--- src/rtl/rpc2_ctrl_axid_fifo2_if.sv ---
// Bus bundle for the RPC2 AXI ID/tag FIFO: request, data and status signals.
// The FIFO side uses the slave modport and the user side uses the master modport.
interface rpc2_ctrl_axid_fifo2_if #(
    parameter int FIFO_ADDR_BITS  = 4,
    parameter int FIFO_DATA_WIDTH = 16
);
    // Handshake: a write is taken on an edge where wr_en=1 and full=0, and a read where
    // rd_en=1 and empty=0. Other requests are dropped and raise ovf/udf. clr overrides both.
    logic                       clr;
    logic                       wr_en;
    logic [FIFO_DATA_WIDTH-1:0] wr_data;
    logic                       full;
    logic                       pre_full;
    logic                       afull;
    logic                       rd_en;
    logic [FIFO_DATA_WIDTH-1:0] rd_data;
    logic                       empty;
    logic                       aempty;
    logic [FIFO_ADDR_BITS:0]    level;
    logic                       ovf;
    logic                       udf;
    logic                       err_clr;

    modport master (
        output clr, wr_en, wr_data, rd_en, err_clr,
        input  full, pre_full, afull, rd_data, empty, aempty, level, ovf, udf
    );

    modport slave (
        input  clr, wr_en, wr_data, rd_en, err_clr,
        output full, pre_full, afull, rd_data, empty, aempty, level, ovf, udf
    );
endinterface

--- src/rtl/rpc2_ctrl_axid_fifo2.sv ---
// RPC2 AXI ID/tag FIFO with occupancy, almost flags, sticky errors and flush.
// Define RPC2_AXID_FIFO_FWFT_EN to add a first-word-fall-through output stage.
module rpc2_ctrl_axid_fifo2 #(
    parameter int FIFO_ADDR_BITS  = 4,
    parameter int FIFO_DATA_WIDTH = 16,
    parameter int AFULL_THRESH    = (1 << FIFO_ADDR_BITS) - 2,
    parameter int AEMPTY_THRESH   = 1
) (
    input logic                   clk,
    input logic                   rst,
    rpc2_ctrl_axid_fifo2_if.slave bus
);
    localparam int AW    = FIFO_ADDR_BITS;
    localparam int DW    = FIFO_DATA_WIDTH;
    localparam int DEPTH = 1 << AW;
    localparam logic [AW+1:0] DEPTH_W  = (AW+2)'(DEPTH);
    localparam logic [AW:0]   DEPTH_P  = (AW+1)'(DEPTH);
    localparam logic [AW:0]   DEPTH_M1 = (AW+1)'(DEPTH - 1);
    localparam logic [AW+1:0] AFULL_W  = (AW+2)'(AFULL_THRESH);
    localparam logic [AW+1:0] AEMPTY_W = (AW+2)'(AEMPTY_THRESH);

    logic [DW-1:0] r_mem [DEPTH];
    logic [AW:0]   r_wr_ptr;
    logic [AW:0]   r_rd_ptr;
    logic [AW:0]   r_level;
    logic [DW-1:0] r_rd_data;
    logic          r_full;
    logic          r_afull;
    logic          r_empty;
    logic          r_aempty;
    logic          r_ovf;
    logic          r_udf;

    logic [AW:0]   w_occ;
    logic          w_wr_acc;
    logic          w_rd_acc;
    logic          w_mem_pop;
    logic          w_nxt_empty;
    logic [AW+1:0] w_nxt_occ;
    logic [AW+1:0] w_nxt_level;

    assign w_occ    = r_wr_ptr - r_rd_ptr;
    assign w_wr_acc = bus.wr_en & ~r_full;
    assign w_rd_acc = bus.rd_en & ~r_empty;

`ifdef RPC2_AXID_FIFO_FWFT_EN
    logic r_valid;
    logic w_nxt_valid;

    // The stage refills from memory whenever it is vacant or being popped.
    assign w_mem_pop   = (~r_valid | w_rd_acc) & (w_occ != '0);
    assign w_nxt_valid = w_mem_pop | (r_valid & ~w_rd_acc);
    assign w_nxt_empty = ~w_nxt_valid;
    assign w_nxt_level = w_nxt_occ + {{(AW+1){1'b0}}, w_nxt_valid};

    always_ff @(posedge clk or posedge rst) begin
        if (rst) begin
            r_valid <= 1'b0;
        end else if (bus.clr) begin
            r_valid <= 1'b0;
        end else begin
            r_valid <= w_nxt_valid;
        end
    end
`else
    assign w_mem_pop   = w_rd_acc;
    assign w_nxt_empty = (w_nxt_occ == '0);
    assign w_nxt_level = w_nxt_occ;
`endif

    assign w_nxt_occ = {1'b0, w_occ} + {{(AW+1){1'b0}}, w_wr_acc}
                                     - {{(AW+1){1'b0}}, w_mem_pop};

    always_ff @(posedge clk) begin
        if (w_wr_acc && !bus.clr) begin
            r_mem[r_wr_ptr[AW-1:0]] <= bus.wr_data;
        end
    end

    always_ff @(posedge clk or posedge rst) begin
        if (rst) begin
            r_rd_data <= '0;
        end else if (!bus.clr && w_mem_pop) begin
            r_rd_data <= r_mem[r_rd_ptr[AW-1:0]];
        end
    end

    always_ff @(posedge clk or posedge rst) begin
        if (rst) begin
            r_wr_ptr <= '0;
            r_rd_ptr <= '0;
            r_level  <= '0;
            r_full   <= 1'b0;
            r_afull  <= 1'b0;
            r_empty  <= 1'b1;
            r_aempty <= 1'b1;
        end else if (bus.clr) begin
            r_wr_ptr <= '0;
            r_rd_ptr <= '0;
            r_level  <= '0;
            r_full   <= 1'b0;
            r_afull  <= 1'b0;
            r_empty  <= 1'b1;
            r_aempty <= 1'b1;
        end else begin
            r_wr_ptr <= r_wr_ptr + {{AW{1'b0}}, w_wr_acc};
            r_rd_ptr <= r_rd_ptr + {{AW{1'b0}}, w_mem_pop};
            r_level  <= w_nxt_level[AW:0];
            r_full   <= (w_nxt_occ == DEPTH_W);
            r_afull  <= (w_nxt_occ >= AFULL_W);
            r_empty  <= w_nxt_empty;
            r_aempty <= (w_nxt_level <= AEMPTY_W);
        end
    end

    // A fresh error in the same cycle as err_clr stays set.
    always_ff @(posedge clk or posedge rst) begin
        if (rst) begin
            r_ovf <= 1'b0;
            r_udf <= 1'b0;
        end else begin
            r_ovf <= (bus.wr_en & r_full & ~bus.clr) | (r_ovf & ~bus.err_clr);
            r_udf <= (bus.rd_en & r_empty & ~bus.clr) | (r_udf & ~bus.err_clr);
        end
    end

    assign bus.pre_full = ((w_occ == DEPTH_P) & ~bus.rd_en)
                        | ((w_occ == DEPTH_M1) & bus.wr_en & ~bus.rd_en);
    assign bus.full     = r_full;
    assign bus.afull    = r_afull;
    assign bus.empty    = r_empty;
    assign bus.aempty   = r_aempty;
    assign bus.level    = r_level;
    assign bus.rd_data  = r_rd_data;
    assign bus.ovf      = r_ovf;
    assign bus.udf      = r_udf;
endmodule

--- src/flat_wrapper.sv ---
// flat-port wrapper written by rule: the top's interface ports become plain ports
module rpc2_ctrl_axid_fifo2_flat 
#(
    parameter int FIFO_ADDR_BITS  = 4,
    parameter int FIFO_DATA_WIDTH = 16,
    parameter int AFULL_THRESH    = (1 << FIFO_ADDR_BITS) - 2,
    parameter int AEMPTY_THRESH   = 1
)
  (clk, rst, bus_clr, bus_wr_en, bus_wr_data, bus_rd_en, bus_err_clr, bus_full, bus_pre_full, bus_afull, bus_rd_data, bus_empty, bus_aempty, bus_level, bus_ovf, bus_udf);
  rpc2_ctrl_axid_fifo2_if #(.FIFO_ADDR_BITS(FIFO_ADDR_BITS), .FIFO_DATA_WIDTH(FIFO_DATA_WIDTH)) bus_i ();
  input logic clk;
  input logic rst;
  input wire logic [$bits(bus_i.clr)-1:0] bus_clr;
  input wire logic [$bits(bus_i.wr_en)-1:0] bus_wr_en;
  input wire logic [$bits(bus_i.wr_data)-1:0] bus_wr_data;
  input wire logic [$bits(bus_i.rd_en)-1:0] bus_rd_en;
  input wire logic [$bits(bus_i.err_clr)-1:0] bus_err_clr;
  output wire logic [$bits(bus_i.full)-1:0] bus_full;
  output wire logic [$bits(bus_i.pre_full)-1:0] bus_pre_full;
  output wire logic [$bits(bus_i.afull)-1:0] bus_afull;
  output wire logic [$bits(bus_i.rd_data)-1:0] bus_rd_data;
  output wire logic [$bits(bus_i.empty)-1:0] bus_empty;
  output wire logic [$bits(bus_i.aempty)-1:0] bus_aempty;
  output wire logic [$bits(bus_i.level)-1:0] bus_level;
  output wire logic [$bits(bus_i.ovf)-1:0] bus_ovf;
  output wire logic [$bits(bus_i.udf)-1:0] bus_udf;
  assign bus_i.clr = bus_clr;
  assign bus_i.wr_en = bus_wr_en;
  assign bus_i.wr_data = bus_wr_data;
  assign bus_i.rd_en = bus_rd_en;
  assign bus_i.err_clr = bus_err_clr;
  assign bus_full = bus_i.full;
  assign bus_pre_full = bus_i.pre_full;
  assign bus_afull = bus_i.afull;
  assign bus_rd_data = bus_i.rd_data;
  assign bus_empty = bus_i.empty;
  assign bus_aempty = bus_i.aempty;
  assign bus_level = bus_i.level;
  assign bus_ovf = bus_i.ovf;
  assign bus_udf = bus_i.udf;
  rpc2_ctrl_axid_fifo2 #(.FIFO_ADDR_BITS(FIFO_ADDR_BITS), .FIFO_DATA_WIDTH(FIFO_DATA_WIDTH), .AFULL_THRESH(AFULL_THRESH), .AEMPTY_THRESH(AEMPTY_THRESH)) u_core (.clk(clk), .rst(rst), .bus(bus_i));
endmodule
--- config.mk ---
export PLATFORM = sky130hd
export DESIGN_NAME = rpc2_ctrl_axid_fifo2_flat
export DESIGN_NICKNAME = d
export VERILOG_FILES = /design/src/rtl/rpc2_ctrl_axid_fifo2_if.sv /design/src/rtl/rpc2_ctrl_axid_fifo2.sv /design/src/flat_wrapper.sv
export SDC_FILE = /design/constraint.sdc
export NUM_CORES = 1
export LEC_CHECK = 0
export CELL_PAD_IN_SITES_DETAIL_PLACEMENT = 0
export CELL_PAD_IN_SITES_GLOBAL_PLACEMENT = 1
export CORE_ASPECT_RATIO = 0.6
export CORE_MARGIN = 2
export CORE_UTILIZATION = 48
export CTS_CLUSTER_SIZE = 14
export DETAILED_ROUTE_END_ITERATION = 6
export GPL_TIMING_DRIVEN = 0
export PLACE_DENSITY_LB_ADDON = 0.1
export SYNTH_ARGS = -nofsm -noshare
export SYNTH_HDL_FRONTEND = slang
export SYNTH_SLANG_ARGS = --single-unit
export TNS_END_PERCENT = 10
--- constraint.sdc ---
create_clock -name clk -period 3.6 [get_ports clk]
set_input_delay 0.9 -clock clk [delete_from_list [all_inputs] [get_ports clk]]
set_output_delay 0.9 -clock clk [all_outputs]
set_load 0.01 [all_outputs]
### After elaboration in Yosys (flattened, before gate mapping)

Memories as Yosys holds them, arrays and structs flattened. A register that Yosys moved wholly into a read port is not among the register bits.
Index checks and enable logic that the tools add are counted.
W data, S select, Z words.

* RAM bits: 256
* word-level logic and storage cells: 52
* input bits: 22
* memories: 1
* output and inout port bits: 28
* bits in registers: 21

* multiplexer cells: 9
* bitwise operators: 19
* reduce and logical (&&, ||, !) cells: 4
* order comparisons: 2
* add/subtract/negate cells: 5
* equal/unequal tests: 3

Memories
* u_core.r_mem: words 16, width 16, rd ports 1, clocked after Yosys merged registers in 1, wr ports 1, line rpc2_ctrl_axid_fifo2.sv:22 `logic [DW-1:0] r_mem [DEPTH];`

Operators by type and width (count)
* $mux W5: 3
* $and A1 B1 Y1: 11
* $add A5 B1 Y5: 2
* $add A5 B1 Y6: 1
* $eq A6 B5 Y1 const B: 1
* $ge A6 B4 Y1 const B: 1
* $le A6 B1 Y1 const B: 1
* $logic_not A6 Y1: 1
* $mux W1: 6
* $sub A6 B1 Y6: 1
* $eq A5 B4 Y1 const B: 1
* $eq A5 B5 Y1 const B: 1
* $not A1 Y1: 5
* $sub A5 B5 Y5: 1
* $or A1 B1 Y1: 3
* $logic_and A1 B1 Y1: 2
* $logic_not A1 Y1: 1

### Depth between registers and ports, before layout

Gate-level depths: netlist of run 1.

* depth after elaboration: 6
* mapped depth: 13
* mapped depth without buffers: 13

### Worst setup path after synthesis of run 1

Ideal clock, no wire load.

* kind: register -> register
* start point: register u_core.r_rd_ptr[1]
* end point: register u_core.r_empty (netlist: u_core.bus.empty)
* clock period less this slack: 3682 ps
* path buffers: 2
* setup time: 91 ps
* cell stages (with the launch flop): 13
* slack: -82 ps
* arrival time: 3592 ps
* required time: 3509 ps
* cells stage by stage: dfrtp_1 -> clkbuf_1 -> buf_1 -> inv_1 -> fa_1 -> xor2_2 -> clkinv_1 -> ha_1 -> a21oi_2 -> xnor2_1 -> nor2b_1 -> a2111o_1 -> o31ai_1

* cells in the longest elaborated chain, start to end: 5

Ends and longest elaborated chain
* start: declaration: line rpc2_ctrl_axid_fifo2.sv:24 `logic [AW:0] r_rd_ptr;`
* start signal: assignment: line rpc2_ctrl_axid_fifo2.sv:107 `r_rd_ptr <= r_rd_ptr + {{AW{1'b0}}, w_mem_pop};`
* $sub A5 B5 Y5: line rpc2_ctrl_axid_fifo2.sv:42 `assign w_occ = r_wr_ptr - r_rd_ptr;`
* $add A5 B1 Y6: line rpc2_ctrl_axid_fifo2.sv:71 `assign w_nxt_occ = {1'b0, w_occ} + {{(AW+1){1'b0}}, w_wr_acc}`
* $sub A6 B1 Y6: line rpc2_ctrl_axid_fifo2.sv:72 `- {{(AW+1){1'b0}}, w_mem_pop};`
* $logic_not A6 Y1: line rpc2_ctrl_axid_fifo2.sv:67 `assign w_nxt_empty = (w_nxt_occ == '0);`
* $mux W1: line rpc2_ctrl_axid_fifo2.sv:97 `end else if (bus.clr) begin`
* end signal: assignment: line rpc2_ctrl_axid_fifo2.sv:111 `r_empty <= w_nxt_empty;`
* end: declaration: line rpc2_ctrl_axid_fifo2.sv:29 `logic r_empty;`

No other way between the ends.

### Worst setup path in the final report of run 1

* start point: register u_core.r_wr_ptr[0]
* end point: output port bus_pre_full

* cells in the longest elaborated chain, start to end: 5
* elaborated cells between the ends (all ways): 7
* those cells by class: add/sub (1); eq/ne (2); bitwise (4)

Ends and longest elaborated chain
* start: declaration: line rpc2_ctrl_axid_fifo2.sv:23 `logic [AW:0] r_wr_ptr;`
* start signal: assignment: line rpc2_ctrl_axid_fifo2.sv:106 `r_wr_ptr <= r_wr_ptr + {{AW{1'b0}}, w_wr_acc};`
* $sub A5 B5 Y5 *: line rpc2_ctrl_axid_fifo2.sv:42
* $eq A5 B4 Y1: line rpc2_ctrl_axid_fifo2.sv:128 `| ((w_occ == DEPTH_M1) & bus.wr_en & ~bus.rd_en);`
* $and A1 B1 Y1 (2 in a row): line rpc2_ctrl_axid_fifo2.sv:128
* $or A1 B1 Y1 *: line rpc2_ctrl_axid_fifo2.sv:128
* end: declaration: line flat_wrapper.sv:19 `output wire logic [$bits(bus_i.pre_full)-1:0] bus_pre_full;`

Every way passes the cells marked *; elsewhere a longest branch is shown, timed or not.

==> results.ini, run 1 <==
[logic_synthesis]
synthesis.nets = 576
synth_flop_cell = edfxtp_1
synth.distinct_cells = 42
synth-xor-area-share_pct = 1.40
avgSynthCellArea_sq_um = 21.4
synthAdderAreaFrac_pct = 1.64
synth_simple_gate_area_share_pct = 2.89
synth-edff-count = 256
synth_warnings = 0
ys_seq_area_share_pct = 74.4
postSynthCellCount = 540
synth-seq-cells = 293
synth_compound_area_share_pct = 1.03
synth-async-reset-ratio_pct = 12.6
synth_area_sq_um = 11600
synth_top_family_by_area = multiplexers
synthMuxAreaShare_pct = 17.2

[route]
drc = 0
dr.pass1.iters = 5
drt-total-wl_mm = 24.8
viasPerCell = 5.67
drt_iter0_drc = 434
wl_per_cell_um = 25.4
ant_nets = 0
vias = 5535

[sta]
setup_tns_ps = 0
rsz0062_at_grt = no
slew_headroom_pct = 30.8
fin_hold_ws_ps = 500
fmax_mhz = 289
hold_viol = 0
setup_viol = 0
drv_slew = 0
worst_slew_pin_slew_ps = 1030
finalWorstSetupSlack_ps = 135
period_share_pct = 96.2
skew_ps = 6.36
period_minus_slack_ps = 3460

[pwr]
p_total_mw = 8.64
peakVddDrop_mv = 0.330
power_density_nw_per_um2 = 626
total_leakage_power_nw = 4.52

[grt]
grt_pass1_wl_mm = 36.8
antenna_found_initial = 0
grt-ovfl-total = 0
grt.total_usage_pct = 20.2
grt_start_max_net_pins = 21
grt_pass1_vias = 5633

[placement]
dpl.hpwl_mm = 17.2
dp_slack_ps = -826
io_buffers = 48
place_congestion = 0.773

[critical_path]
cp_max_fo = 4
cp.required_ps = 2700
end_kind = output port
crit_type = reg -> out
cp_data_arrival_time_ps = 2560
start_kind = flop

[cells_and_area]
final_nets = 679
layout_commonest_cell = edfxtp_1
layout_common_cells = 256 x edfxtp_1, 80 x mux4_2, 47 x clkdlybuf4s50_1, 34 x dfrtp_1, 29 x clkbuf_16
synthToLayoutAreaGrowth_pct = 19.3
fillers = 1691
final_util_pct = 59.0
drive_gt1_share_pct = 31.4
diodes = 0

[clocking]
clock_sinks = 293
cts_root_buf = clkbuf_16
cts_buffers = 27
clk_pin_slew_ps = 70
clock_latency_ps = 520
clockBufferDepth = 3
cts_tree = yes
htreeDepth = 1

[floorplanning]
std_cell_rows = 43
ioPinCount = 50
die_y_um = 124
initial_core_util_pct = 49.5
dieArea_sq_um = 25400
chipWidth_um = 204
coreArea_sq_um = 23400

[run_status]
status = completed

[job]
maxCapViolCount = 0

[hold_path]
min_path_type = reg -> reg

## metrics by stage
stage,cell area [sq um],cells
floorplan,11600,540
global placement,12500,903
detailed placement,12800,922
CTS,13800,974
global route,13800,977
finish,13800,977
## synth_stat cells, types with 4 or more instances
master | number | share of area [%]
buf_4 | 6 | 0.39
xor2_1 | 5 | 0.38
nand2_1 | 7 | 0.23
nand3_1 | 8 | 0.35
a21oi_1 | 4 | 0.17
nor2_1 | 27 | 0.88
inv_1 | 11 | 0.36
xnor2_1 | 8 | 0.61
ha_1 | 12 | 1.3
mux4_2 | 80 | 16
clkbuf_1 | 11 | 0.36
mux2_2 | 16 | 1.6
nor3_1 | 5 | 0.22
dfrtp_1 | 35 | 7.6
nor2b_1 | 9 | 0.49
nand2b_1 | 4 | 0.22
edfxtp_1 | 256 | 66
## metal layers
| metal | up-vias | share of wire [%] | global-route usage, % |
|---|---|---|---|
| met3 | 35 | 6.8 | 3.45 |
| met1 | 2880 | 47 | 32.4 |
| met2 | 201 | 44 | 29.5 |
| met5 | - | 0 | 0 |
| li1 | 2419 | - | - |
| met4 | 0 | 1.7 | 3.96 |
## layout make-up
class	instances	area (sq um)	share of cell area, %
plain buffers	21	143	1.03
clock buffers	41	811	5.87
clock inverters	7	58.8	0.426
inverters	13	55.1	0.399
multi-input cells	212	2920	21.1
flip-flops and latches	293	8620	62.4
well taps	315	394	2.85
repair buffers	75	815	5.90
## worst paths after layout
kind / slack (ps) / depth (start not counted) / endpoint / startpoint
min in group asynchronous: 720 / 2 / u_core.bus.level[4]$_DFF_PP0_ / rst
max: 140 / 11 / bus_pre_full / u_core.r_wr_ptr[0]$_DFF_PP0_
min: 500 / 1 / u_core.bus.ovf$_DFF_PP0_ / u_core.bus.ovf$_DFF_PP0_
max reg2reg: 230 / 12 / u_core.bus.empty$_DFF_PP1_ / u_core.r_wr_ptr[0]$_DFF_PP0_
min reg2reg: 500 / 1 / u_core.bus.ovf$_DFF_PP0_ / u_core.bus.ovf$_DFF_PP0_
max in group asynchronous: 2330 / 3 / u_core.bus.empty$_DFF_PP1_ / rst
## critical path, stage by stage, from the launching register on
cell     delay, ps
dfrtp_1        420
inv_2           90
ha_1           150
inv_1           60
fa_2           440
nand3_1        100
nand2_2         90
xnor2_4        160
nor2_1         100
nand4_1        100
a21oi_1        160
buf_2          170
## registers in the layout (all words and copies together) (netlist names)
signal and cells:
u_core.r_mem 256, u_core.bus.rd_data 16, u_core.bus.level 5, u_core.r_rd_ptr 5
u_core.r_wr_ptr 5, u_core.bus.aempty 1, u_core.bus.afull 1, u_core.bus.empty 1
u_core.bus.full 1, u_core.bus.ovf 1, u_core.bus.udf 1
## power breakdown
group / internal (mW) / switching [mW]
sequential: 3.89 / 0.102
combinational: 0.979 / 0.893
clock: 1.62 / 1.16
## cells by family (layout without fill, tap and decap cells)
logic type	after synthesis	count (layout)
and+or+nand+nor	69	69
DFF	293	293
muxes	97	97
AOI/OAI and AO/OA	16	16
xor gates and xnor gates	16	16
adders and majority gates	14	14
buffers and inverters	35	157
## timing repair
action | in CTS | in global routing
pin swaps | 2 | 2
setup endpoints to repair | 7 | 4
hold buffers | 0 | 0
buffers inserted | 5 | 3
gates resized for setup | 24 | 4
cloned | 0 | 0
Note: power is estimated with default switching activity, not from simulation.
==> inputs of run 2 (changes only) <==
==> constraint.sdc (replaced) <==
create_clock -name clk -period 3.6 [get_ports clk]
set_input_delay 0.9 -clock clk [delete_from_list [all_inputs] [get_ports clk]]
set_output_delay 0.9 -clock clk [all_outputs]
set_load 0.005 [all_outputs]
==> run 2 against run 1 <==
Compared with the run above:
- count of clock-buffer cells in the layout stayed put
- critical path depth stayed put
- wire length is 0.10% higher
- via count is 0.40% lower
- core utilization hardly changed
- die area stayed put
- clock power hardly changed
- final cell count stayed put
- critical endpoint unchanged
- largest cell class unchanged
- highest routed layer unchanged
==> results.ini, run 2 (synthesis gave the netlist of run 1 again) <==
[clocking]
htreeDepth = 1  ; unchanged
cts_buffers = 27  ; unchanged
cts_root_buf = clkbuf_16  ; unchanged
clk_pin_slew_ps = 60  ; was 70 ps
clock_sinks = 293  ; unchanged
cts_tree = yes  ; unchanged
ctsHoldBuffers = 0  ; unchanged
clock_latency_ps = 520  ; about the same
clockBufferDepth = 3  ; unchanged

[sta]
rsz0062_at_grt = no  ; unchanged
slew_headroom_pct = 30.8  ; about the same
setup_tns_ps = 0  ; unchanged
hold_viol = 0  ; unchanged
period_share_pct = 95.6  ; was 96.2%
fmax_mhz = 291  ; was 289 MHz
skew_ps = 7.25  ; was 6.36 ps
setup_viol = 0  ; unchanged
worst_slew_pin_slew_ps = 1030  ; about the same
period_minus_slack_ps = 3440  ; was 3460 ps
drv_slew = 0  ; unchanged

[cells_and_area]
fillers = 1688  ; was 1691
final_nets = 679  ; unchanged
largest_reg_flops = 256  ; unchanged
synthToLayoutAreaGrowth_pct = 19.3  ; about the same
diodes = 0  ; unchanged
drive_gt1_share_pct = 31.7  ; was 31.4%
layout_commonest_cell = edfxtp_1  ; unchanged
layout_common_cells = 256 x edfxtp_1, 80 x mux4_2, 47 x clkdlybuf4s50_1, 34 x dfrtp_1, 29 x clkbuf_16  ; unchanged

[route]
dr.pass1.iters = 5  ; unchanged
ant_nets = 0  ; unchanged
vias = 5513  ; was 5535
drc = 0  ; unchanged
drt-total-wl_mm = 24.8  ; about the same
wl_per_cell_um = 25.4  ; about the same
viasPerCell = 5.64  ; was 5.67
drt_iter0_drc = 466  ; was 434

[run_status]
status = completed  ; unchanged

[hold_path]
hold_start = u_core.bus.ovf$_DFF_PP0_  ; unchanged
whs_endpoint = u_core.bus.ovf$_DFF_PP0_  ; unchanged
hold_path_depth = 1  ; unchanged
min_path_type = reg -> reg  ; unchanged

[grt]
antenna_found_initial = 0  ; unchanged
grt_start_max_net_pins = 21  ; unchanged
grt-ovfl-total = 0  ; unchanged
grt.total_usage_pct = 20.2  ; about the same
grt_pass1_vias = 5622  ; was 5633
grt_pass1_wl_mm = 36.7  ; was 36.8 mm

[floorplanning]
coreArea_sq_um = 23400  ; unchanged
die_y_um = 124  ; unchanged
dieArea_sq_um = 25400  ; unchanged
chipWidth_um = 204  ; unchanged
std_cell_rows = 43  ; unchanged
initial_core_util_pct = 49.5  ; unchanged
ioPinCount = 50  ; unchanged

[critical_path]
cp_data_arrival_time_ps = 2540  ; was 2560 ps
crit_type = reg -> out  ; unchanged
critical_path_buf_inv_count = 3  ; unchanged
path_cells = inv_2 > ha_1 > inv_1 > fa_2 > nand3_2 > nand2_2 > xnor2_4 > nor2_1 > nand4_1 > a21oi_2 > buf_2  ; was inv_2 > ha_1 > inv_1 > fa_2 > nand3_1 > nand2_2 > xnor2_4 > nor2_1 > nand4_1 > a21oi_1 > buf_2
cp_max_fo = 4  ; unchanged
cp.required_ps = 2700  ; about the same
start_kind = flop  ; unchanged
cpLargestDelayFamily = adder cells  ; unchanged
end_kind = output port  ; unchanged
timing.rr.end = u_core.bus.empty$_DFF_PP1_  ; unchanged
r2r_cells = 12  ; unchanged
cp_num_cells = 11  ; unchanged
r2r_start = u_core.r_wr_ptr[0]$_DFF_PP0_  ; unchanged
rrSetupSlack_ps = 240  ; was 230 ps
cp_slowest_cell = fa_2  ; unchanged
slowest_delay_ps = 440  ; about the same

[placement]
place_congestion = 0.773  ; unchanged
dpl.hpwl_mm = 17.2  ; unchanged
io_buffers = 48  ; unchanged

[pwr]
peakVddDrop_mv = 0.332  ; was 0.330 mV
p_total_mw = 8.59  ; was 8.64 mW
power_density_nw_per_um2 = 622  ; was 626 nW/um^2
total_leakage_power_nw = 4.52  ; about the same

[job]
maxCapViolCount = 0  ; unchanged

-- run 2: stage by stage --
step / setup slack, ps / cell area [sq um] / hold WS [ps] / util [%] / instances
2_1_floorplan: 59.2 / 11600 / 487 / - / 540
4_1_cts: 30.2 / 13800 / 495 / 58.9 / 974
3_3_place_gp: -1460 / 12500 / 476 / 53.2 / 903
6_report: 160 / 13800 / 502 / 59.0 / 977
5_1_grt: 30.9 / 13800 / 504 / 59.0 / 977
3_5_place_dp: -826 / 12800 / 481 / 54.6 / 922
-- run 2: how the worst max path moves through the flow --
stage | startpoint | endpoint | slack, ps
floorplan | u_core.r_rd_ptr[1]$_DFF_PP0_ | u_core.bus.empty$_DFF_PP1_ | 60
global placement | bus_wr_en | u_core.r_mem[0][5]$_DFFE_PP_ | -1460
detailed placement | u_core.r_rd_ptr[1]$_DFF_PP0_ | u_core.bus.empty$_DFF_PP1_ | -830
CTS | u_core.r_rd_ptr[1]$_DFF_PP0_ | bus_pre_full | 30
global route | u_core.r_wr_ptr[0]$_DFF_PP0_ | u_core.bus.empty$_DFF_PP1_ | 30
finish | u_core.r_wr_ptr[0]$_DFF_PP0_ | bus_pre_full | 160
-- run 2: power breakdown --
part / total (mW) / internal (mW) / switching [mW]
logic: 1.82 / 0.976 / 0.839
registers: 3.99 / 3.89 / 0.103
clock network: 2.78 / 1.62 / 1.16
-- run 2: repair_timing --
item                       4_1_cts  5_1_grt
buffers inserted                 5        4
setup endpoints to repair        7        4
gates cloned                     0        0
resized for setup               24        6
pin swaps                        2        5
-- run 2: area by class of cell --
class | count | area (sq um) | share of cell area [%]
plain buffers | 20 | 128 | 0.924
clock buffers | 41 | 811 | 5.87
clock inverters | 7 | 58.8 | 0.426
inverters | 13 | 55.1 | 0.399
multi-input cells | 212 | 2930 | 21.2
flip-flops and latches | 293 | 8620 | 62.4
well taps | 315 | 394 | 2.85
repair buffers | 76 | 822 | 5.95
-- run 2: metal layers --
layer  part of all wire [%]  vias to the layer above  track usage (%)
met4                    1.5                        0             3.88
met3                    6.3                       33             3.61
met1                     48                     2883             32.4
met5                      0                        -                0
li1                       -                     2413                -
met2                     44                      184             29.4
